===== src/rtl/debounce_sync4.sv =====
// Synchronises and debounces N_CH raw inputs into stable levels, edge pulses and sticky glitch flags.
// Latency: SYNC_STAGES + DEBOUNCE_CYCLES - 1 edges from the first sample to the stable_out change.
// Backpressure: none; free-running, en=0 freezes outputs and clears pending changes.
module debounce_sync4 #(
    parameter int N_CH            = 4,
    parameter int SYNC_STAGES     = 2,
    parameter int DEBOUNCE_CYCLES = 50000
) (
    input  logic            clk,
    input  logic            rst_n,
    input  logic [N_CH-1:0] raw_in,
    input  logic            en,
    input  logic            clr_glitch,
    output logic [N_CH-1:0] stable_out,
    output logic [N_CH-1:0] rise_pulse,
    output logic [N_CH-1:0] fall_pulse,
    output logic [N_CH-1:0] glitch_seen,
    output logic [N_CH-1:0] busy
);
    localparam int            CW      = $clog2(DEBOUNCE_CYCLES + 1);
    localparam logic [CW-1:0] CNT_MAX = CW'(DEBOUNCE_CYCLES);
    localparam logic [CW-1:0] CNT_ONE = CW'(1);

    typedef enum logic {STABLE = 1'b0, CHECK = 1'b1} state_t;

    logic [N_CH-1:0] sync_r [SYNC_STAGES];
    logic [N_CH-1:0] sync_q;
    state_t          state_q [N_CH];
    state_t          state_d [N_CH];
    logic [CW-1:0]   cnt_q [N_CH];
    logic [CW-1:0]   cnt_d [N_CH];
    logic [N_CH-1:0] stable_d;
    logic [N_CH-1:0] rise_d;
    logic [N_CH-1:0] fall_d;
    logic [N_CH-1:0] glitch_set;
    logic [N_CH-1:0] accept;

    always_ff @(posedge clk or negedge rst_n) begin
        if (!rst_n) begin
            for (int i = 0; i < SYNC_STAGES; i++) sync_r[i] <= '0;
        end else begin
            sync_r[0] <= raw_in;
            for (int i = 1; i < SYNC_STAGES; i++) sync_r[i] <= sync_r[i-1];
        end
    end

    assign sync_q = sync_r[SYNC_STAGES-1];

    always_comb begin
        stable_d   = stable_out;
        rise_d     = '0;
        fall_d     = '0;
        glitch_set = '0;
        accept     = '0;
        for (int ch = 0; ch < N_CH; ch++) begin
            state_d[ch] = STABLE;
            cnt_d[ch]   = '0;
            if (en) begin
                case (state_q[ch])
                    STABLE: begin
                        if (sync_q[ch] != stable_out[ch]) begin
                            if (CNT_MAX == CNT_ONE) begin
                                accept[ch] = 1'b1;
                            end else begin
                                state_d[ch] = CHECK;
                                cnt_d[ch]   = CNT_ONE;
                            end
                        end
                    end
                    CHECK: begin
                        if (sync_q[ch] != stable_out[ch]) begin
                            // >= rather than == so an out-of-range count still resolves, never wraps
                            if (cnt_q[ch] + CNT_ONE >= CNT_MAX) begin
                                accept[ch] = 1'b1;
                            end else begin
                                state_d[ch] = CHECK;
                                cnt_d[ch]   = cnt_q[ch] + CNT_ONE;
                            end
                        end else begin
                            glitch_set[ch] = 1'b1;
                        end
                    end
                endcase
                if (accept[ch]) begin
                    stable_d[ch] = sync_q[ch];
                    rise_d[ch]   = sync_q[ch];
                    fall_d[ch]   = ~sync_q[ch];
                end
            end
        end
    end

    always_ff @(posedge clk or negedge rst_n) begin
        if (!rst_n) begin
            stable_out  <= '0;
            rise_pulse  <= '0;
            fall_pulse  <= '0;
            glitch_seen <= '0;
            for (int ch = 0; ch < N_CH; ch++) begin
                state_q[ch] <= STABLE;
                cnt_q[ch]   <= '0;
            end
        end else begin
            stable_out  <= stable_d;
            rise_pulse  <= rise_d;
            fall_pulse  <= fall_d;
            // a bounce on the same edge as a clear must still be recorded
            glitch_seen <= (clr_glitch ? '0 : glitch_seen) | glitch_set;
            for (int ch = 0; ch < N_CH; ch++) begin
                state_q[ch] <= state_d[ch];
                cnt_q[ch]   <= cnt_d[ch];
            end
        end
    end

    always_comb begin
        busy = '0;
        for (int ch = 0; ch < N_CH; ch++) busy[ch] = (state_q[ch] == CHECK);
    end

    for (genvar g = 0; g < N_CH; g++) begin : g_cnt_chk
        a_cnt_limit: assert property (@(posedge clk) disable iff (!rst_n) cnt_q[g] <= CNT_MAX);
    end

endmodule


===== config.mk =====
export PLATFORM = sky130hd
export DESIGN_NAME = debounce_sync4
export DESIGN_NICKNAME = d
export VERILOG_FILES = /design/src/rtl/debounce_sync4.sv
export SDC_FILE = /design/constraint.sdc
export NUM_CORES = 1
export LEC_CHECK = 0
export CAP_MARGIN = 20
export CORE_UTILIZATION = 55
export DETAILED_ROUTE_END_ITERATION = 10
export PLACE_DENSITY = 0.84
export SLEW_MARGIN = 20
export SYNTH_ARGS = -nofsm -noshare
export SYNTH_HDL_FRONTEND = slang
export SYNTH_SLANG_ARGS = --single-unit

===== constraint.sdc =====
create_clock -name clk -period 3.6 [get_ports clk]
set_input_delay 0.9 -clock clk [delete_from_list [all_inputs] [get_ports clk]]
set_output_delay 0.9 -clock clk [all_outputs]
set_load 0.01 [all_outputs]

==> impl_metrics.toml, run 1 <==
[worst_setup_path]
regToRegStartpoint = "cnt_q[48]$_DFF_PN0_"
critical_path.n_buffers_inverters = 1
critical_path.max_stage_delay_ns = 0.62
worstPathCellList = "ha_1 -> nand3_1 -> nor4_1 -> xor2_1 -> inv_1 -> o311ai_4 -> nor2_1"
required_ns = 3.82
startpoint = "cnt_q[48]$_DFF_PN0_"
cell_at_the_slowest_stage_of_the_critical_path = "sky130_fd_sc_hd__o311ai_4"
critPathLaunchType = "flip-flop"
arrival_ns = 3.02
timing.setup.critical_path_class = "flip-flop to flip-flop"
path_max_fanout = 14
worst_setup_path_end_kind = "flip-flop"
rrSetupSlack_ns = 0.80
cpLargestDelayFamily = "simple AND/OR/NAND/NOR gates"

[timing]
unrepaired_setup_endpoints_after_global_routing = "no"
tns_ns = 0
fmax_ghz = 0.3570
slew_margin_rel_pct = 53.24
worstMarginPinSlew_ns = 0.6973
fin_crit_ns = 2.801
slew_violations = 0
setup_slack_ns = 0.7986
final-setup-viol-count = 0
post-route-period-util_pct = 77.82
finalHoldViolCount = 0
fin_skew_ns = 0.009347
holdWs_ns = 0.3541

[clock_tree]
cts.root.buffer_cell = "sky130_fd_sc_hd__clkbuf_8"
cts_post_setup_buffers_inserted = 0
clockBufferDepth = 2
cts-buffers-inserted = 9
tritoncts_clock_tree = "built"
cts_hold_repair.buffers = 0
cts_resized = 0
clkTransAtPathRegs_ns = 0.08
worst_skew_pair.late_latency_ns = 0.36
numClockSinks = 92
clock_tree.htree_level_count = 3

[global_routing]
grt_use_total_pct = 23.62
grt_use_met2_pct = 39.44
number_of_global_route_vias_before_repair = 4091
groute.layer.met1.usage_pct = 30.04
grt_first_pass_wirelength_um = 18420
global_routing_usage_on_met3_pct = 4.468
global_route.peak_usage_layer = "met2"
gr-total-overflow = 0
grt_start_max_net_pins = 53
initial_antenna_violation_count = 0

[yosys]
synthCells = 535
synth.avg_cell_area_um2 = 9.556
netlist.area_leader.share_pct = 45.03
top_cells_by_count_synth = "sky130_fd_sc_hd__dfrtp_1, sky130_fd_sc_hd__nor2_1, sky130_fd_sc_hd__nand2_1"
synth_top_area_cell = "sky130_fd_sc_hd__dfrtp_1"
synth_area_leaders = "sky130_fd_sc_hd__dfrtp_1, sky130_fd_sc_hd__xnor2_1, sky130_fd_sc_hd__nor2_1"
yosysWarnings = 0
async_reset_ff_share_pct = 100.0
synthMostInstantiatedCell = "sky130_fd_sc_hd__dfrtp_1"
syn_area_um2 = 5112
synth_seq_area_share_pct = 45.03
ys_types = 67
number_of_flops_mapped_to_enable_cells_by_yosys = 0
syn-num-nets = 547
postSynth.topFlopCell = "sky130_fd_sc_hd__dfrtp_1"
postSynthRegisterBits = 92

[routing]
drtIter0Drc = 169
wire_per_inst_um = 15.76
num_vias = 4093
drc = 0
drt_wl_total_um = 10530
antenna_violating_nets_post_route = 0
detailedRoute.firstPassIterationCount = 7
route.detailed.vias_per_inst = 6.127

[run]
cap_viol_max_count = 0

[placement]
setup_slack_placement_ns = 0.7034
post-dp-hpwl_um = 7322
io_buffers = 27
place.gp.congestion = 0.8667

[power]
power.net_switching_w = 0.0004154
peakVddDrop_mv = 0.1773
internal_power_w = 0.001391
leakage_nw = 2.113
p_per_area_nw_per_um2 = 320.9
power.share.clock_pct = 37.2
power.combinational.fraction_pct = 4.0
p_seq_share_pct = 58.9
power_switching_share_pct = 23.00

[min_path]
holdCritPathClass = "flip-flop to flip-flop"
min-delay-start = "sync_r[4]$_DFF_PN0_"

[floorplan]
top_level_ports = 28
dieWidth_um = 98.41
die-area_um2 = 9685
initial_utilization_pct = 57.78
chipHeight_um = 98.41
placementRows = 34
core_area_um2 = 8848

[run_status]
status = "completed"

[layout]
area_delta_synth_final_pct = 10.13
share_of_final_layout_standard_cells_stronger_than_drive_strength_1_pct = 9.643
fillerInstances = 703
final_stage_net_count = 568
antennaDiodeCount = 0
==> cells by family (layout without fill, tap and decap cells) <==
kind of cell | count (synthesis) | after routing | synth area share, %
simple gates | 257 | 257 | 27.78
flops | 92 | 92 | 45.03
compound gates | 77 | 77 | 11.36
xor+xnor | 58 | 58 | 9.936
buf+inv | 40 | 65 | 3.451
mux | 7 | 7 | 1.468
fa+ha+maj | 4 | 4 | 0.9790
==> worst register-to-register path: stages, from the launching register on <==
cell                       delay [ns]
sky130_fd_sc_hd__dfrtp_1         0.49
sky130_fd_sc_hd__ha_1            0.30
sky130_fd_sc_hd__nand3_1         0.27
sky130_fd_sc_hd__nor4_1          0.47
sky130_fd_sc_hd__xor2_1          0.25
sky130_fd_sc_hd__inv_1           0.13
sky130_fd_sc_hd__o311ai_4        0.62
sky130_fd_sc_hd__nor2_1          0.13
==> cell type report <==
class	instances	area, µm²	share of cell area, %
Inverter	17	63.81	1.133
Clock inverter	4	51.30	0.9111
Timing Repair Buffer	33	312.8	5.556
Multi-Input combinational cell	403	2634	46.78
Tap cell	108	135.1	2.400
Sequential cell	92	2302	40.89
Clock buffer	11	131.4	2.333
==> metal layers <==
metal,vias to the layer above,routed length (µm)
met5,-,0
met4,0,235
met3,20,409
met2,106,5097
met1,1998,4786
li1,1969,-
==> final timing paths <==
kind | endpoint | cells past startpoint
max in group asynchronous | cnt_q[17]$_DFF_PN0_ | 2
min | sync_q[0]$_DFF_PN0_ | 0
max reg2reg | cnt_q[59]$_DFF_PN0_ | 7
min in group asynchronous | cnt_q[47]$_DFF_PN0_ | 1
max | cnt_q[59]$_DFF_PN0_ | 7
min reg2reg | sync_q[0]$_DFF_PN0_ | 0
==> power groups by stage <==
stage	clock network, W	logic [W]	registers (W)
2_1_floorplan	0	0.0000245	0.00108
3_3_place_gp	0	0.0000709	0.00108
3_5_place_dp	0	0.0000739	0.00108
4_1_cts	0.000692	0.0000741	0.00106
5_1_grt	0.000737	0.0000819	0.00107
6_report	0.000672	0.0000716	0.00106
==> cell usage in the layout (no fill, tap or decap), types with 3 or more instances in the layout <==
cell type,n
sky130_fd_sc_hd__a31oi_1,4
sky130_fd_sc_hd__a211oi_1,4
sky130_fd_sc_hd__o31ai_1,5
sky130_fd_sc_hd__or2_2,5
sky130_fd_sc_hd__ha_1,4
sky130_fd_sc_hd__mux2i_1,3
sky130_fd_sc_hd__clkdlybuf4s50_1,26
sky130_fd_sc_hd__and2_1,8
sky130_fd_sc_hd__nand3_1,33
sky130_fd_sc_hd__mux2_2,4
sky130_fd_sc_hd__nand3_2,3
sky130_fd_sc_hd__o32ai_1,3
sky130_fd_sc_hd__and3_1,12
sky130_fd_sc_hd__xnor2_1,33
sky130_fd_sc_hd__buf_4,7
sky130_fd_sc_hd__o21ai_0,8
sky130_fd_sc_hd__nor2b_1,6
sky130_fd_sc_hd__a21oi_1,15
sky130_fd_sc_hd__clkbuf_8,9
sky130_fd_sc_hd__nand4b_1,3
sky130_fd_sc_hd__xor2_1,25
sky130_fd_sc_hd__nor4_1,8
sky130_fd_sc_hd__nor3_1,31
sky130_fd_sc_hd__inv_1,17
sky130_fd_sc_hd__nor2_1,59
sky130_fd_sc_hd__nor3b_1,4
sky130_fd_sc_hd__and4_1,6
sky130_fd_sc_hd__nand2_1,34
sky130_fd_sc_hd__o22ai_1,11
sky130_fd_sc_hd__dfrtp_1,92
sky130_fd_sc_hd__nand4_1,15
sky130_fd_sc_hd__nor3_2,9
sky130_fd_sc_hd__or3_1,4
sky130_fd_sc_hd__nand2b_1,3
==> metrics by stage <==
step                      std cells  power (W)  cell area (µm²)  utilization [%]
after floorplan                 535   0.001105             5112                -
after global placement          653   0.001154             5448            61.57
after detailed placement        653   0.001158             5448            61.57
after CTS                       668   0.001830             5630            63.63
after global routing            668   0.001885             5630            63.63
final                           668   0.001807             5630            63.63
==> flip-flops by register name, summed over array words and instances, names as in the netlist <==
signal and count:
busy 4, cnt_q 64, fall_pulse 4, glitch_seen 4, rise_pulse 4, stable_out 4
sync_q 4, sync_r 4
No activity file was read; power rests on OpenSTA's default activity.
==> run 2, diff against run 1 <==
Clock period 3.6 ns to 2.9 ns, I/O delays scaled along.
==> run 2 against run 1 <==
Against the previous run:
- setup slack got worse by 0.51 ns
- sequential share of layout area is 0.85 points lower
- non-clock buffer count up 9
- highest routed layer unchanged
- largest power group unchanged
- cell area increased by 2.1%
- critical endpoint is now cnt_q[22]$_DFF_PN0_
- utilization grew 1.3 points
- largest cell class unchanged
- via count is 2.2% higher
- total power rose by 32%
- first-iteration DRC count up 36%
- routed wire length is 3.5% higher
==> impl_metrics.toml, run 2 (synthesis results as in run 1) <==
[power]
power_switching_share_pct = 22.49
leakage_nw = 2.187
peakVddDrop_mv = 0.2846
p_seq_share_pct = 55.3
power.net_switching_w = 0.0005358
post-layout-total-power_w = 0.002382
power.share.clock_pct = 40.5
internal_power_w = 0.001846
p_per_area_nw_per_um2 = 414.3
power.combinational.fraction_pct = 4.1

[routing]
detailedRoute.firstPassIterationCount = 7
met3_length_um = 563
route.detailed.vias_per_inst = 6.168
wire_length_on_met1_um = 4854
met2RoutedLength_um = 5247
drtIter0Drc = 229
wire_per_inst_um = 16.07
num_vias = 4182
highest_layer = "met4"
drt_wl_total_um = 10900
drc = 0
antenna_violating_nets_post_route = 0

[min_path]
min-delay-start = "sync_r[7]$_DFF_PN0_"
holdCritPathClass = "flip-flop to flip-flop"
hold-path-endpoint = "sync_q[3]$_DFF_PN0_"
holdPathStages = 0

[layout]
antennaDiodeCount = 0
seq_area_um2 = 2302
largest_register_ff_count = 64
fillerInstances = 664
share_of_final_layout_standard_cells_stronger_than_drive_strength_1_pct = 11.58
mostFrequentLayoutCells = "sky130_fd_sc_hd__dfrtp_1, sky130_fd_sc_hd__nor2_1, sky130_fd_sc_hd__nand2_1"
area_delta_synth_final_pct = 12.46
final_stage_net_count = 577
multiInputGateArea_um2 = 2644
regMostFlops = "cnt_q"
commonest_non_fill_non_tap_cell_in_the_layout = "sky130_fd_sc_hd__dfrtp_1"

[timing]
tns_ns = 0
unrepaired_setup_endpoints_after_global_routing = "no"
fin_skew_ns = 0.007183
fmax_ghz = 0.3831
final-setup-viol-count = 0
slew_margin_rel_pct = 46.43
worstMarginPinSlew_ns = 0.8035
fin_crit_ns = 2.610
post-route-period-util_pct = 90.00
slew_violations = 0
finalHoldViolCount = 0

[run]
cap_viol_max_count = 0

[clock_tree]
cts.root.buffer_cell = "sky130_fd_sc_hd__clkbuf_8"
clockBufferDepth = 2
worst_skew_pair.late_latency_ns = 0.36
numClockSinks = 92
cts-buffers-inserted = 9
clkTransAtPathRegs_ns = 0.09
cts_hold_repair.buffers = 0
tritoncts_clock_tree = "built"
clock_tree.htree_level_count = 3
cts_post_setup_buffers_inserted = 0
cts_resized = 0

[global_routing]
grt_first_pass_wirelength_um = 19000
grt_start_max_net_pins = 67
grt_use_total_pct = 24.36
gr-total-overflow = 0
number_of_global_route_vias_before_repair = 4026
initial_antenna_violation_count = 0

[worst_setup_path]
required_ns = 3.18
reg_to_reg_critical_path_endpoint = "cnt_q[22]$_DFF_PN0_"
arrival_ns = 2.89
worst_setup_path_end_kind = "flip-flop"
reg2regPathDepth = 8
regToRegStartpoint = "cnt_q[17]$_DFF_PN0_"
path_max_fanout = 13
critPathLaunchType = "flip-flop"
rrSetupSlack_ns = 0.29
timing.setup.critical_path_class = "flip-flop to flip-flop"

[placement]
io_buffers = 27
post-dp-hpwl_um = 7362
place.gp.congestion = 0.8891

[run_status]
status = "completed"

[floorplan]
top_level_ports = 28
initial_utilization_pct = 57.78
placementRows = 34
core_area_um2 = 8848
dieWidth_um = 98.41
die-area_um2 = 9685
chipHeight_um = 98.41
-- run 2: changes by cell type in the layout (fill, tap and decap cells not counted), sizes merged --
cell    before  now
bufinv       1    2
clkbuf      11   10
inv         17   18
buf          7   16
-- run 2: layout make-up --
cell class,instances,area share [%]
multi-input combinational,403,45.98
sequential,92,40.04
timing repair buffer,42,6.616
clock buffer,10,2.394
tap,108,2.350
clock inverter,6,1.502
inverter,17,1.110
-- run 2: worst max path at each step --
stage / startpoint / endpoint / cells past startpoint
after CTS: cnt_q[16]$_DFF_PN0_ / cnt_q[22]$_DFF_PN0_ / 8
after global routing: cnt_q[49]$_DFF_PN0_ / stable_out[0]$_DFFE_PN0P_ / 7
after floorplan: cnt_q[16]$_DFF_PN0_ / cnt_q[20]$_DFF_PN0_ / 9
final: cnt_q[17]$_DFF_PN0_ / cnt_q[22]$_DFF_PN0_ / 8
after global placement: cnt_q[49]$_DFF_PN0_ / stable_out[0]$_DFFE_PN0P_ / 7
after detailed placement: cnt_q[21]$_DFF_PN0_ / cnt_q[22]$_DFF_PN0_ / 6
-- run 2: power by group through the flow --
stage	registers, W	logic, W	clock network (W)
2_1_floorplan	0.00134	0.0000304	0
3_3_place_gp	0.00134	0.0000961	0
5_1_grt	0.00132	0.000112	0.00104
3_5_place_dp	0.00134	0.0000984	0
4_1_cts	0.00132	0.0000997	0.000987
6_report	0.00132	0.0000980	0.000966
-- run 2: routing by layer --
metal / track usage [%] / up-vias
li1: - / 1983
met1: 33.13 / 2043
met2: 38.84 / 133
met3: 3.901 / 23
met4: 10.79 / 0
met5: 0 / -
-- run 2: per-stage QoR --
stage / cell area [µm²] / std cells / utilization (%) / hold slack, ns / setup slack [ns]
after floorplan: 5112 / 535 / - / 0.3312 / 0.6088
after global placement: 5515 / 662 / 62.33 / 0.3324 / 0.4210
after detailed placement: 5515 / 662 / 62.33 / 0.3364 / 0.2562
after CTS: 5739 / 678 / 64.86 / 0.3615 / 0.1202
after global routing: 5749 / 678 / 64.97 / 0.3723 / 0.08240
final: 5749 / 678 / 64.97 / 0.3541 / 0.2899
-- run 2: worst max-delay path, stage by stage (launching register included) --
cell	delay (ns)
sky130_fd_sc_hd__dfrtp_1	0.48
sky130_fd_sc_hd__ha_1	0.22
sky130_fd_sc_hd__buf_4	0.15
sky130_fd_sc_hd__a21oi_1	0.08
sky130_fd_sc_hd__nor3_1	0.22
sky130_fd_sc_hd__a21oi_1	0.17
sky130_fd_sc_hd__o32ai_1	0.65
sky130_fd_sc_hd__o311ai_4	0.36
sky130_fd_sc_hd__nor2_1	0.21
==> run 3, diff against run 2 <==
Settings changed: GPL_TIMING_DRIVEN from default to 0.
==> run 3 against run 2 <==
Against the previous run:
- register-to-register slack worse by 0.16 ns
- clock-buffer cell count stayed put
- setup slack worse by 0.16 ns
- worst hold slack better by 0.0021 ns
- cell area is 0.37% higher
- routed wire length is 0.43% lower
- critical path depth stayed put
- utilization is 0.24 points higher
- sequential cell count stayed put
- sequential power hardly changed
- critical endpoint is now stable_out[2]$_DFFE_PN0P_
==> impl_metrics.toml, run 3 (synthesis results as in run 1) <==
[timing]
final-setup-viol-count = 0
holdWs_ns = 0.3562
slew_margin_rel_pct = 56.80
fmax_ghz = 0.3615
tns_ns = 0
finalHoldViolCount = 0
slew_violations = 0
unrepaired_setup_endpoints_after_global_routing = "no"
post-route-period-util_pct = 95.39
fin_crit_ns = 2.766
fin_skew_ns = 0.005750
worstMarginPinSlew_ns = 0.6479

[power]
peakVddDrop_mv = 0.2894
p_per_area_nw_per_um2 = 392.3
leakage_nw = 2.183

[floorplan]
chipHeight_um = 98.41
die-area_um2 = 9685
core_area_um2 = 8848
initial_utilization_pct = 57.78
placementRows = 34
dieWidth_um = 98.41
top_level_ports = 28

[clock_tree]
tritoncts_clock_tree = "built"
cts.root.buffer_cell = "sky130_fd_sc_hd__clkbuf_8"
numClockSinks = 92
worst_skew_pair.late_latency_ns = 0.35
cts-buffers-inserted = 9
cts_hold_repair.buffers = 0
clkTransAtPathRegs_ns = 0.09
clockBufferDepth = 2
clock_tree.htree_level_count = 3

[worst_setup_path]
required_ns = 3.14
worst_setup_path_end_kind = "flip-flop"
regToRegStartpoint = "cnt_q[17]$_DFF_PN0_"
path_max_fanout = 7
timing.setup.critical_path_class = "flip-flop to flip-flop"
arrival_ns = 3.01
critPathLaunchType = "flip-flop"
startpoint = "cnt_q[17]$_DFF_PN0_"

[placement]
post-dp-hpwl_um = 7497
count_of_placed_standard_cells_including_taps = 671
io_buffers = 27
place.gp.congestion = 0.9435

[global_routing]
grt_first_pass_wirelength_um = 18900
grt_start_max_net_pins = 51
gr-total-overflow = 0
number_of_global_route_vias_before_repair = 4064
initial_antenna_violation_count = 0
grt_use_total_pct = 24.16

[layout]
final_core_utilization_pct = 65.21
mostFrequentLayoutCells = "sky130_fd_sc_hd__dfrtp_1, sky130_fd_sc_hd__nor2_1, sky130_fd_sc_hd__nand2_1"
area_delta_synth_final_pct = 12.87
regMostFlops = "cnt_q"
largest_register_ff_count = 64
fillerInstances = 710
commonest_non_fill_non_tap_cell_in_the_layout = "sky130_fd_sc_hd__dfrtp_1"
antennaDiodeCount = 0
stdcell_count = 689
final_stage_net_count = 588
share_of_final_layout_standard_cells_stronger_than_drive_strength_1_pct = 12.56

[routing]
antenna_violating_nets_post_route = 0
detailedRoute.firstPassIterationCount = 7
route.detailed.vias_per_inst = 6.051
drc = 0
num_vias = 4169
drt_wl_total_um = 10850
wire_per_inst_um = 15.75
drtIter0Drc = 175

[min_path]
min-delay-start = "sync_r[6]$_DFF_PN0_"
holdCritPathClass = "flip-flop to flip-flop"

[run]
cap_viol_max_count = 0

[run_status]
status = "completed"
-- run 3: cell types whose count changed in the layout (fill, tap and decap cells not counted), sizes merged --
cell      previous run  this run
clkinv               2         1
bufinv               2         1
inv                 18        17
clkinvlp             1         4
clkbuf              10        21
-- run 3: final timing paths --
path / endpoint / slack, ns / depth (start not counted)
worst max-delay path: stable_out[2]$_DFFE_PN0P_ / 0.13 / 8
worst min register to register: sync_q[2]$_DFF_PN0_ / 0.36 / 0
worst max register to register: stable_out[2]$_DFFE_PN0P_ / 0.13 / 8
worst min-delay path: sync_q[2]$_DFF_PN0_ / 0.36 / 0
max in group asynchronous: sync_r[7]$_DFF_PN0_ / 1.85 / 2
min in group asynchronous: cnt_q[44]$_DFF_PN0_ / 0.40 / 1
-- run 3: what timing repair did --
action / CTS / global route
buffers inserted: 0 / 2
gates resized for setup: 0 / 7
setup endpoints to repair: 0 / 31
-- run 3: report_power, final --
group	internal (W)	switching, W
clock	0.000397	0.000453
combinational	0.0000364	0.0000577
sequential	0.00130	0.0000211
total	0.00173	0.000532
-- run 3: worst max-delay path: stages (launching register included) --
cell,delay [ns]
sky130_fd_sc_hd__dfrtp_1,0.49
sky130_fd_sc_hd__ha_1,0.19
sky130_fd_sc_hd__clkbuf_1,0.28
sky130_fd_sc_hd__nand3_1,0.22
sky130_fd_sc_hd__o31a_1,0.32
sky130_fd_sc_hd__a211oi_1,0.27
sky130_fd_sc_hd__o32ai_1,0.21
sky130_fd_sc_hd__o22ai_1,0.30
sky130_fd_sc_hd__mux2_2,0.38
-- run 3: final cells by class --
| cell class | count | area, µm² | area share [%] |
|---|---|---|---|
| Buffer | 23 | 115.1 | 1.995 |
| Clock buffer | 10 | 127.6 | 2.212 |
| Clock inverter | 6 | 65.06 | 1.127 |
| Inverter | 17 | 63.81 | 1.106 |
| Multi-Input combinational cell | 403 | 2658 | 46.05 |
| Sequential cell | 92 | 2303 | 39.92 |
| Tap cell | 108 | 135.1 | 2.342 |
| Timing Repair Buffer | 30 | 302.8 | 5.247 |
-- run 3: stage by stage --
stage | cell area [µm²] | total power [W] | setup WS, ns
finish | 5771 | 0.002264 | 0.1337
global route | 5771 | 0.002348 | 0.02558
CTS | 5728 | 0.002284 | 0.01650
detailed placement | 5535 | 0.001439 | -0.2191
global placement | 5518 | 0.001431 | -2.106
floorplan | 5112 | 0.001372 | 0.6088
-- run 3: routing by layer --
metal	share of wire, %	vias to the layer above	track usage [%]	wire, µm
met5	0	-	0	0
met4	2.2	0	9.644	240
met3	3.8	21	3.546	408
met2	48	116	39.27	5252
met1	46	2020	32.92	4949
li1	-	2012	-	-
